$ cat config.mk
export PLATFORM = sky130hd
export DESIGN_NAME = uart_word_receiver
export DESIGN_NICKNAME = d
export VERILOG_FILES = /design/src/rtl/uart_pkg.sv /design/src/rtl/uart_rx_byte.sv /design/src/rtl/uart_word_receiver.sv
export SDC_FILE = /design/constraint.sdc
export NUM_CORES = 1
export LEC_CHECK = 0
export ABC_AREA = 1
export CORE_UTILIZATION = 42
export DETAILED_ROUTE_END_ITERATION = 16
export GPL_TIMING_DRIVEN = 1
export HOLD_SLACK_MARGIN = 0.08
export PLACE_DENSITY = 0.77
export SYNTH_ARGS = -nofsm -noshare
export SYNTH_HDL_FRONTEND = slang
export SYNTH_HIERARCHICAL = 1
export SYNTH_SLANG_ARGS = --single-unit
$ cat constraint.sdc
create_clock -name clk -period 16.4 [get_ports clk]
set_clock_uncertainty 0.2 [all_clocks]
set_input_delay 1.64 -clock clk [delete_from_list [all_inputs] [get_ports clk]]
set_output_delay 1.64 -clock clk [all_outputs]
set_load 0.02 [all_outputs]
$ cat src/rtl/uart_pkg.sv
// rtl/uart_pkg.sv - shared UART constants and state types for the receive and transmit paths
package uart_pkg;

  localparam int DEFAULT_CLKS_PER_BIT = 868;
  localparam int UART_DATA_BITS       = 8;

  typedef enum logic [1:0] {
    W_IDLE,
    W_ARMED,
    W_DONE
  } word_state_t;

  typedef enum logic [1:0] {
    RX_WAIT_START,
    RX_START,
    RX_DATA,
    RX_STOP
  } rx_state_t;

endpackage

$ cat src/rtl/uart_rx_byte.sv
// rtl/uart_rx_byte.sv - 8N1 byte deserializer with input synchronizer and mid-bit sampling
module uart_rx_byte
  import uart_pkg::*;
#(
  parameter int CLKS_PER_BIT = DEFAULT_CLKS_PER_BIT
) (
  input  logic       clk,
  input  logic       rst,
  input  logic       enable,
  input  logic       rx,
  output logic [7:0] byte_out,
  output logic       byte_valid,
  output logic       byte_err
);

  localparam int CNT_W = $clog2(CLKS_PER_BIT);
  localparam int BIT_W = $clog2(UART_DATA_BITS);
  localparam logic [CNT_W-1:0] HALF_LAST = CNT_W'(CLKS_PER_BIT / 2 - 1);
  localparam logic [CNT_W-1:0] FULL_LAST = CNT_W'(CLKS_PER_BIT - 1);
  localparam logic [BIT_W-1:0] LAST_BIT  = BIT_W'(UART_DATA_BITS - 1);

  rx_state_t        state_q, state_d;
  logic             rx_meta, rx_s, rx_prev;
  logic [CNT_W-1:0] cnt_q, cnt_d;
  logic [BIT_W-1:0] bit_q, bit_d;
  logic [7:0]       shift_q, shift_d;
  logic             valid_d, err_d;

  assign byte_out = shift_q;

  always_ff @(posedge clk or posedge rst) begin
    if (rst) begin
      rx_meta    <= 1'b1;
      rx_s       <= 1'b1;
      rx_prev    <= 1'b1;
      state_q    <= RX_WAIT_START;
      cnt_q      <= '0;
      bit_q      <= '0;
      shift_q    <= '0;
      byte_valid <= 1'b0;
      byte_err   <= 1'b0;
    end else begin
      rx_meta    <= rx;
      rx_s       <= rx_meta;
      rx_prev    <= rx_s;
      state_q    <= state_d;
      cnt_q      <= cnt_d;
      bit_q      <= bit_d;
      shift_q    <= shift_d;
      byte_valid <= valid_d;
      byte_err   <= err_d;
    end
  end

  // Entering START at count 0 puts the start-bit check CLKS_PER_BIT/2 cycles after detection.
  always_comb begin
    state_d = state_q;
    cnt_d   = cnt_q + CNT_W'(1);
    bit_d   = bit_q;
    shift_d = shift_q;
    valid_d = 1'b0;
    err_d   = 1'b0;
    case (state_q)
      RX_WAIT_START: begin
        cnt_d = '0;
        bit_d = '0;
        if (rx_prev && !rx_s) state_d = RX_START;
      end
      RX_START: begin
        if (cnt_q == HALF_LAST) begin
          cnt_d   = '0;
          state_d = rx_s ? RX_WAIT_START : RX_DATA;
        end
      end
      RX_DATA: begin
        if (cnt_q == FULL_LAST) begin
          cnt_d   = '0;
          shift_d = {rx_s, shift_q[7:1]};
          bit_d   = bit_q + BIT_W'(1);
          if (bit_q == LAST_BIT) state_d = RX_STOP;
        end
      end
      RX_STOP: begin
        if (cnt_q == FULL_LAST) begin
          cnt_d   = '0;
          state_d = RX_WAIT_START;
          valid_d = rx_s;
          err_d   = !rx_s;
        end
      end
      default: state_d = RX_WAIT_START;
    endcase
    if (!enable) begin
      state_d = RX_WAIT_START;
      cnt_d   = '0;
      bit_d   = '0;
      valid_d = 1'b0;
      err_d   = 1'b0;
    end
  end

endmodule

$ cat src/rtl/uart_word_receiver.sv
// rtl/uart_word_receiver.sv - assembles NUM_BYTES received UART bytes into one word, MSB byte first
module uart_word_receiver
  import uart_pkg::*;
#(
  parameter int CLKS_PER_BIT = DEFAULT_CLKS_PER_BIT,
  parameter int NUM_BYTES    = 30
) (
  input  logic                   clk,
  input  logic                   rst,
  input  logic                   start,
  input  logic                   rx,
  output logic [8*NUM_BYTES-1:0] word_out,
  output logic                   done,
  output logic                   busy,
  output logic                   frame_error
);

  localparam int CNT_W = (NUM_BYTES > 1) ? $clog2(NUM_BYTES) : 1;
  localparam logic [CNT_W-1:0] LAST_BYTE = CNT_W'(NUM_BYTES - 1);

  word_state_t            state_q, state_d;
  logic [CNT_W-1:0]       cnt_q, cnt_d;
  logic [8*NUM_BYTES-1:0] word_d;
  logic                   fe_d;
  logic [7:0]             rx_byte;
  logic                   rx_valid, rx_err;

  uart_rx_byte #(
    .CLKS_PER_BIT(CLKS_PER_BIT)
  ) u_rx_byte (
    .clk       (clk),
    .rst       (rst),
    .enable    (state_q == W_ARMED),
    .rx        (rx),
    .byte_out  (rx_byte),
    .byte_valid(rx_valid),
    .byte_err  (rx_err)
  );

  assign done = (state_q == W_DONE);
  assign busy = (state_q == W_ARMED);

  always_ff @(posedge clk or posedge rst) begin
    if (rst) begin
      state_q     <= W_IDLE;
      cnt_q       <= '0;
      word_out    <= '0;
      frame_error <= 1'b0;
    end else begin
      state_q     <= state_d;
      cnt_q       <= cnt_d;
      word_out    <= word_d;
      frame_error <= fe_d;
    end
  end

  always_comb begin
    state_d = state_q;
    cnt_d   = cnt_q;
    word_d  = word_out;
    fe_d    = frame_error;
    case (state_q)
      W_IDLE, W_DONE: begin
        if (start) begin
          state_d = W_ARMED;
          cnt_d   = '0;
          word_d  = '0;
          fe_d    = 1'b0;
        end
      end
      W_ARMED: begin
        if (rx_err) begin
          state_d = W_IDLE;
          fe_d    = 1'b1;
        end else if (rx_valid) begin
          // Byte k of the word lands in slot NUM_BYTES-1-k so the first byte ends up on top.
          for (int i = 0; i < NUM_BYTES; i++) begin
            if (cnt_q == CNT_W'(i)) word_d[8*(NUM_BYTES-1-i) +: 8] = rx_byte;
          end
          if (cnt_q == LAST_BYTE) begin
            state_d = W_DONE;
            cnt_d   = '0;
          end else begin
            cnt_d = cnt_q + CNT_W'(1);
          end
        end
      end
      default: state_d = W_IDLE;
    endcase
  end

endmodule

After elaboration in Yosys (flattened, before gate mapping)
Cells that the tools add are included.
{ "word_totals": {"regBits": 276, "inputBits": 4, "output_inout_bits": 243, "word_cells": 236} }
{ "classes": {"n_addsub": 3, "n_eq_ne": 79, "muxes": 68, "reduce_logical": 44} }
{ "ops": {"columns": ["cell", "n"], "rows": [
  ["240-bit two-way mux", 3],
  ["240-bit case mux with 2 select lines", 1],
  ["8-bit two-way mux", 30],
  ["5-bit AND reduction", 31],
  ["5-bit == test, second input constant", 14],
  ["2-bit inequality test, second input constant", 34],
  ["5-bit by 4-bit == test with 1-bit output, second input constant", 8],
  ["10-bit two-way mux", 3],
  ["10-bit case mux with 3 select lines", 1],
  ["3-bit inequality test, second input constant", 8],
  ["2-bit two-way mux", 11],
  ["5-bit by 3-bit == test with 1-bit output, second input constant", 4],
  ["5-bit two-way mux", 4],
  ["10-bit by 1-bit adder with 10-bit output, second input constant", 1],
  ["10-bit == test, second input constant", 1],
  ["10-bit by 9-bit == test with 1-bit output, second input constant", 1],
  ["5-bit by 2-bit == test with 1-bit output, second input constant", 2],
  ["5-bit case mux with 2 select lines", 1],
  ["1-bit two-way mux", 8],
  ["2-bit case mux with 4 select lines", 1],
  ["2-bit == test, second input constant", 3],
  ["3-bit two-way mux", 2],
  ["3-bit case mux with 2 select lines", 1],
  ["3-bit AND reduction", 2],
  ["other kinds (15)", 19]
]} }

Depth between registers and ports, before layout
Gate-level depths: netlist of run 1.
{ "logic_depth": {"ltp_word": 5, "mapped_depth": 10, "ltp_nobuf": 9} }

Hierarchy
The synthesis of run 1 kept the hierarchy.
{ "by_module_without_submodules": {"columns": ["mod", "n_inst", "cells_each", "area_each_um2", "seq_area_each_um2"], "rows": [
  ["uart_word_receiver", 1, 1180, 10505.1, 6206.0],
  ["uart_rx_byte", 1, 164, 1432.6, 704.4]
]} }

Worst setup path before layout of run 1
OpenSTA, ideal clock, no wires.
{ "synth_timing": {"kind": "register -> output", "from": "reg state_q[1] (netlist name)", "to": "out busy", "arrival_ps": 913, "required_time_ps": 14560, "path_slack_ps": 13647, "stages_incl_launch_ff": 5, "path_buffers": 1, "path_cell_list": "dfrtp_1 -> inv_1 -> nand2_1 -> inv_2 -> buf_4"} }
{ "synth_rtl": {"columns": ["item", "line", "rtl"], "rows": [
  ["end, declared", "uart_word_receiver.sv:14", "output logic busy,"]
]} }

==> results.ini, run 1 <==
[status]
outcome = finished clean

[layout]
final_cell_area_um2 = 15600
layout.core_utilization_pct = 55.9
final-instance-count-excl-fill = 1965
final_layout_size_suffix_gt1_share_pct = 9.51
final_nets = 1576
fillCellCount = 2403
commonest_non_fill_non_tap_cell_in_the_layout = sky130_fd_sc_hd__nand2_1
antenna-diode-count = 0
most-common-layout-cells = sky130_fd_sc_hd__nand2_1, sky130_fd_sc_hd__dfrtp_1, sky130_fd_sc_hd__nand3_1
syn_to_final_growth_pct = 30.5

[global_routing]
groute.usage.overall_pct = 23.2
grt_antenna_before_repair = 0
grt-ovfl-total = 0
first_global_vias = 9601
global_route_wire_length_before_repair_um = 52700
grt_start_max_net_pins = 199

[pwr]
power.static_leakage_nw = 7.99
p_per_area_nw_per_um2 = 99.7
power_mw = 1.55
ir_worst_vdd_uv = 67.0

[setup_path]
crit_type = flop to primary output
end_kind = primary output
cp_data_required_time_ns = 14.56
slowest_library_cell_on_the_worst_path = sky130_fd_sc_hd__clkdlybuf4s50_1
critical_path_peak_fanout = 42
crit_chain = inv_1, nand2_1, buf_4, inv_2, clkdlybuf4s50_1
critical-path-max-stage-delay_ns = 0.80
worstSetupStartpointType = flop
timing.critical_path.arrival_ns = 2.86

[die]
rows = 61
floorplan.die_area_um2 = 29100
core-area_um2 = 27900
die_w_um = 171
die_y_um = 171
io_pins = 247
initial_utilization_pct = 42.9

[timing]
timing.final.setup_violations = 0
drv_slew = 0
timing.setup.tns_ns = 0
final.min_clock_period_ns = 4.70
layout_setup_ws_ns = 11.70
tightestPinTransition_ns = 1.21
hold_violations = 0
period_share_pct = 28.7
finalHoldWorstSlack_ns = 0.156
max-slew-margin-rel_pct = 19.3
rsz_0062_raised_after_global_routing = no
timing.fmax_mhz = 213

[synth]
asyncSetResetFlopFracSynth_pct = 100
synth_xor_xnor_area_share_pct = 0.440
synth.net_count = 1357
synth_compound_area_share_pct = 2.90
post_synth_inst_count = 1344
synth_mux_area_share_pct = 0
netlist_area_um2 = 11900
yosys.area_share.adder_pct = 0.943
synth_edf_count = 0
main_combinational_cell_family_by_area_after_synthesis = simple AND/OR/NAND/NOR gates
flip_flop_cell_with_the_highest_count_after_synthesis = sky130_fd_sc_hd__dfrtp_1
yosys.cell_types.count = 31
synth-seq-area-share_pct = 57.9
syn_avg_cell_area_um2 = 8.88
synth-warning-count = 6
number_of_storage_elements_in_the_synthesis_netlist = 276
yosys.area_share.simple_pct = 33.2

[clocking]
hold_buffer_count_at_cts = 0
post_cts_setup_buffer_count = 0
clk-insertion-delay-late_ns = 0.56
clock_path_buffers = 3
ctsRootBufferMaster = sky130_fd_sc_hd__clkbuf_16
cts_max_level = 1
cts.sink_count = 276
numCtsBuffers = 30
cts_resized = 0
post_cts_clock_slew_at_the_launch_and_capture_registers_of_the_worst_setup_and_hold_paths_ns = 0.06
tritoncts = yes

[place]
dp_cells = 1909
dp_area_um2 = 14600
place.gp.congestion = 0.805
place.port_buffers = 246
detailedPlacementHpwl_um = 21100
post-place-ws_ns = 11.66

[routing]
drt_iter0_markers = 1003
postRouteWirelength_um = 33700
route.detailed.vias_per_inst = 5.14
antenna_left = 0
drt-wirelength-per-cell_um = 17.1
drc = 0
detail_route.first_pass.iterations = 5
num_vias = 10100

[min_path]
min_path_type = flop to flop

[run]
maxCapViolCount = 0

-- cell families after synthesis --
| group | after synthesis |
|---|---|
| flip-flops | 276 |
| XOR/XNOR | 6 |
| adder cells (fa/ha/maj) | 9 |
| AND/OR/NAND/NOR | 897 |
| buffers and inverters | 110 |
| AO/OA/AOI/OAI | 46 |
-- worst max-delay path, delay by kind of cell (launching register included) --
| kind | cells | cell delay, ns |
|---|---|---|
| buf+inv | 4 | 1.88 |
| simple gates | 1 | 0.06 |
| flops | 1 | 0.36 |
-- path summary, 6_finish.rpt --
path / from / end / slack [ns] / depth (start not counted)
min in group asynchronous: rst / frame_error / 1.38 / 2
max: state_q[1] / busy / 11.70 / 5
min reg2reg: u_rx_byte/rx_meta / u_rx_byte/rx_s / 0.16 / 0
min: u_rx_byte/rx_meta / u_rx_byte/rx_s / 0.16 / 0
max in group asynchronous: rst / word_out[52] / 13.13 / 3
max reg2reg: state_q[1] / word_out[196] / 13.03 / 9
-- synth_stat cells, types with 2 or more instances --
master                    count  area share, %
sky130_fd_sc_hd__nand2_4     18            1.7
sky130_fd_sc_hd__inv_2        4           0.13
sky130_fd_sc_hd__buf_2       52            2.2
sky130_fd_sc_hd__nand2_2     15           0.79
sky130_fd_sc_hd__o21ai_2     30            2.2
sky130_fd_sc_hd__nor2_2      11           0.58
sky130_fd_sc_hd__nor4_1       2           0.10
sky130_fd_sc_hd__buf_6        6           0.57
sky130_fd_sc_hd__or2_2        2           0.10
sky130_fd_sc_hd__ha_1         9           0.94
sky130_fd_sc_hd__xor2_1       5           0.37
sky130_fd_sc_hd__dfstp_2      3           0.66
sky130_fd_sc_hd__nand3_1    269             11
sky130_fd_sc_hd__inv_1       41            1.3
sky130_fd_sc_hd__o21ai_0      8           0.34
sky130_fd_sc_hd__buf_4        6           0.38
sky130_fd_sc_hd__dfrtp_1    273             57
sky130_fd_sc_hd__nand2_1    541             17
sky130_fd_sc_hd__a21oi_1      3           0.13
sky130_fd_sc_hd__nand4_1      3           0.16
sky130_fd_sc_hd__o21ai_1      4           0.17
sky130_fd_sc_hd__nor2_1      30           0.94
-- power breakdown --
group | internal [mW] | leakage, nW | switching, mW
Clock | 0.373 | 0.481 | 0.275
Combinational | 0.0470 | 3.67 | 0.146
Sequential | 0.693 | 3.83 | 0.0191
Total | 1.11 | 7.99 | 0.440
-- state kept, by name (all words and copies together), names as in the netlist, 2 cells and up --
signal	count
cnt_q	5
u_rx_byte/cnt_q	10
u_rx_byte/bit_q	3
u_rx_byte/state_q	2
u_rx_byte/byte_out	8
state_q	2
word_out	240
-- cell type report --
class / instances / area (um^2) / share of cell area (%)
sequential: 276 / 6910 / 44.4
inverter: 46 / 188 / 1.20
clock inverter: 12 / 67.6 / 0.434
multi-input combinational: 958 / 4540 / 29.2
clock buffer: 44 / 885 / 5.68
timing repair buffer: 251 / 2510 / 16.1
tap: 378 / 473 / 3.04
-- layer usage --
metal / global-route usage (%) / routed length, um / up-vias
met5: 0 / 0 / -
met4: 8.42 / 1030 / 0
met3: 3.96 / 2190 / 75
met2: 37.1 / 15800 / 403
met1: 31.8 / 14600 / 4840
li1: - / - / 4783
(Power assumes the default switching activity.)
==> run 2: changes to the inputs <==
==> constraint.sdc (replaced) <==
create_clock -name clk -period 4.55 [get_ports clk]
set_clock_uncertainty 0.2 [all_clocks]
set_input_delay 0.455 -clock clk [delete_from_list [all_inputs] [get_ports clk]]
set_output_delay 0.455 -clock clk [all_outputs]
set_load 0.02 [all_outputs]
==> results.ini, run 2 (synthesis results as in run 1) <==
[clocking]
clock_path_buffers = 3  ; unchanged
ctsRootBufferMaster = sky130_fd_sc_hd__clkbuf_16
post_cts_clock_slew_at_the_launch_and_capture_registers_of_the_worst_setup_and_hold_paths_ns = 0.06  ; about the same
cts.sink_count = 276  ; unchanged
hold_buffer_count_at_cts = 0  ; unchanged
cts_resized = 0  ; unchanged
clk-insertion-delay-late_ns = 0.54  ; -0.02 ns
tritoncts = yes
cts_max_level = 1  ; unchanged
post_cts_setup_buffer_count = 0  ; unchanged
numCtsBuffers = 30  ; unchanged

[routing]
drt_iter0_markers = 992  ; -1.1%
drc = 0  ; unchanged
detail_route.first_pass.iterations = 5  ; unchanged
postRouteWirelength_um = 34400  ; +2.3%
route.detailed.vias_per_inst = 5.18  ; +0.83%
antenna_left = 0  ; unchanged
num_vias = 10200  ; +1.2%
drt-wirelength-per-cell_um = 17.5  ; +1.9%

[die]
die_w_um = 171  ; unchanged
core-area_um2 = 27900  ; unchanged
io_pins = 247  ; unchanged
rows = 61  ; unchanged
die_y_um = 171  ; unchanged
initial_utilization_pct = 42.9  ; unchanged
floorplan.die_area_um2 = 29100  ; unchanged

[timing]
timing.fmax_mhz = 280
final.min_clock_period_ns = 3.58
period_share_pct = 78.6
layout_setup_ws_ns = 0.974  ; -10.72 ns
max-slew-margin-rel_pct = 20.6  ; +1.4 points
hold_violations = 0  ; unchanged
timing.final.setup_violations = 0  ; unchanged
timing.setup.tns_ns = 0  ; unchanged
drv_slew = 0  ; unchanged
tightestPinTransition_ns = 1.19  ; -0.0208 ns
rsz_0062_raised_after_global_routing = no

[layout]
antenna-diode-count = 0  ; unchanged
final_layout_size_suffix_gt1_share_pct = 9.66  ; +0.15 points
syn_to_final_growth_pct = 31.7
layout.core_utilization_pct = 56.4  ; +0.51 points
largest_register = word_out
most-common-layout-cells = sky130_fd_sc_hd__nand2_1, sky130_fd_sc_hd__dfrtp_1, sky130_fd_sc_hd__nand3_1
final_nets = 1584  ; +0.51%
fillCellCount = 2375  ; -1.2%
commonest_non_fill_non_tap_cell_in_the_layout = sky130_fd_sc_hd__nand2_1
largest_reg_flops = 240  ; unchanged

[setup_path]
critical_path_peak_fanout = 25  ; -40%
timing.critical_path.arrival_ns = 2.92  ; +0.06 ns
timing.rr.start = state_q[1]
worstSetupStartpointType = flop
reg2reg_slack_ns = 1.56  ; -11.47 ns
crit_type = flop to primary output
critical_path_endpoint = busy
cp_data_required_time_ns = 3.89  ; -10.67 ns
end_kind = primary output
r2r_cells = 8  ; -1
r2r_end = word_out[11]
critPathLaunch = state_q[1]

[pwr]
netSwitchingFraction_pct = 27.5  ; -0.85 points
p_switching_mw = 1.57  ; +260%
share_of_power_burned_in_registers_pct = 44.9  ; -1.0 points
share_clk_of_total_power_pct = 42.6  ; +0.9 points
share_comb_of_total_power_pct = 12.5  ; about the same
p_per_area_nw_per_um2 = 364  ; +270%
internal_power_of_the_cells_mw = 4.15  ; +270%
ir_worst_vdd_uv = 304  ; +350%
power.static_leakage_nw = 8.04  ; +0.71%

[global_routing]
global_route_wire_length_before_repair_um = 54300  ; +3.0%
first_global_vias = 9902  ; +3.1%
grt-ovfl-total = 0  ; unchanged
grt_antenna_before_repair = 0  ; unchanged
grt_start_max_net_pins = 169  ; -15%
groute.usage.overall_pct = 23.9  ; +0.69 points

[min_path]
whs_path_depth = 1  ; +1
min_path_type = input port to flop

[status]
outcome = finished clean

[place]
post-place-ws_ns = 1.56  ; -10.10 ns
place.gp.congestion = 0.866  ; +7.5%
place.port_buffers = 246  ; unchanged
detailedPlacementHpwl_um = 21900  ; +3.8%

[run]
maxCapViolCount = 0  ; unchanged

[run 2: routing by layer]
| metal | up-vias | share of wire, % | global-route usage (%) | wire length (um) |
|---|---|---|---|---|
| li1 | 4802 | - | - | - |
| met1 | 4946 | 42 | 32.1 | 14600 |
| met2 | 412 | 46 | 37.9 | 16000 |
| met3 | 61 | 8.5 | 5.60 | 2920 |
| met4 | 0 | 2.6 | 8.11 | 879 |
| met5 | - | 0 | 0 | 0 |
[run 2: worst min path at each step]
stage	from	endpoint
6_report	rx	u_rx_byte/rx_meta
5_1_grt	rx	u_rx_byte/rx_meta
4_1_cts	rx	u_rx_byte/rx_meta
3_5_place_dp	u_rx_byte/rx_meta	u_rx_byte/rx_s
3_3_place_gp	u_rx_byte/rx_meta	u_rx_byte/rx_s
2_1_floorplan	u_rx_byte/rx_meta	u_rx_byte/rx_s
[run 2: worst max-delay path, stage by stage (launching register included)]
cell and delay [ns]:
sky130_fd_sc_hd__dfrtp_1 0.36, sky130_fd_sc_hd__inv_1 0.09, sky130_fd_sc_hd__nand2_1 0.50, sky130_fd_sc_hd__inv_2 0.68
sky130_fd_sc_hd__clkdlybuf4s50_1 0.75
[run 2: cell type report]
type                       instances  area, um^2  area share (%)
sequential                       276        6910            44.0
multi-input combinational        958        4540            28.9
timing repair buffer             259        2610            16.6
clock buffer                      49         913            5.81
tap                              378         473            3.01
inverter                          46         184            1.17
clock inverter                     6        86.3           0.549
[run 2: power groups by stage]
stage,Clock (mW),Combinational (mW),Sequential [mW]
2_1_floorplan,0,0.570,2.58
3_3_place_gp,0,0.687,2.61
3_5_place_dp,0,0.710,2.61
4_1_cts,2.48,0.713,2.57
5_1_grt,2.58,0.796,2.58
6_report,2.44,0.714,2.57
[run 2: stage by stage]
step | cells | power (mW) | hold slack [ns] | area, um^2
2_1_floorplan | 1344 | 3.15 | 0.145 | 11900
3_3_place_gp | 1917 | 3.29 | 0.147 | 14700
3_5_place_dp | 1917 | 3.32 | 0.149 | 14700
4_1_cts | 1972 | 5.76 | 0.111 | 15700
5_1_grt | 1972 | 5.95 | 0.121 | 15700
6_report | 1972 | 5.73 | 0.122 | 15700
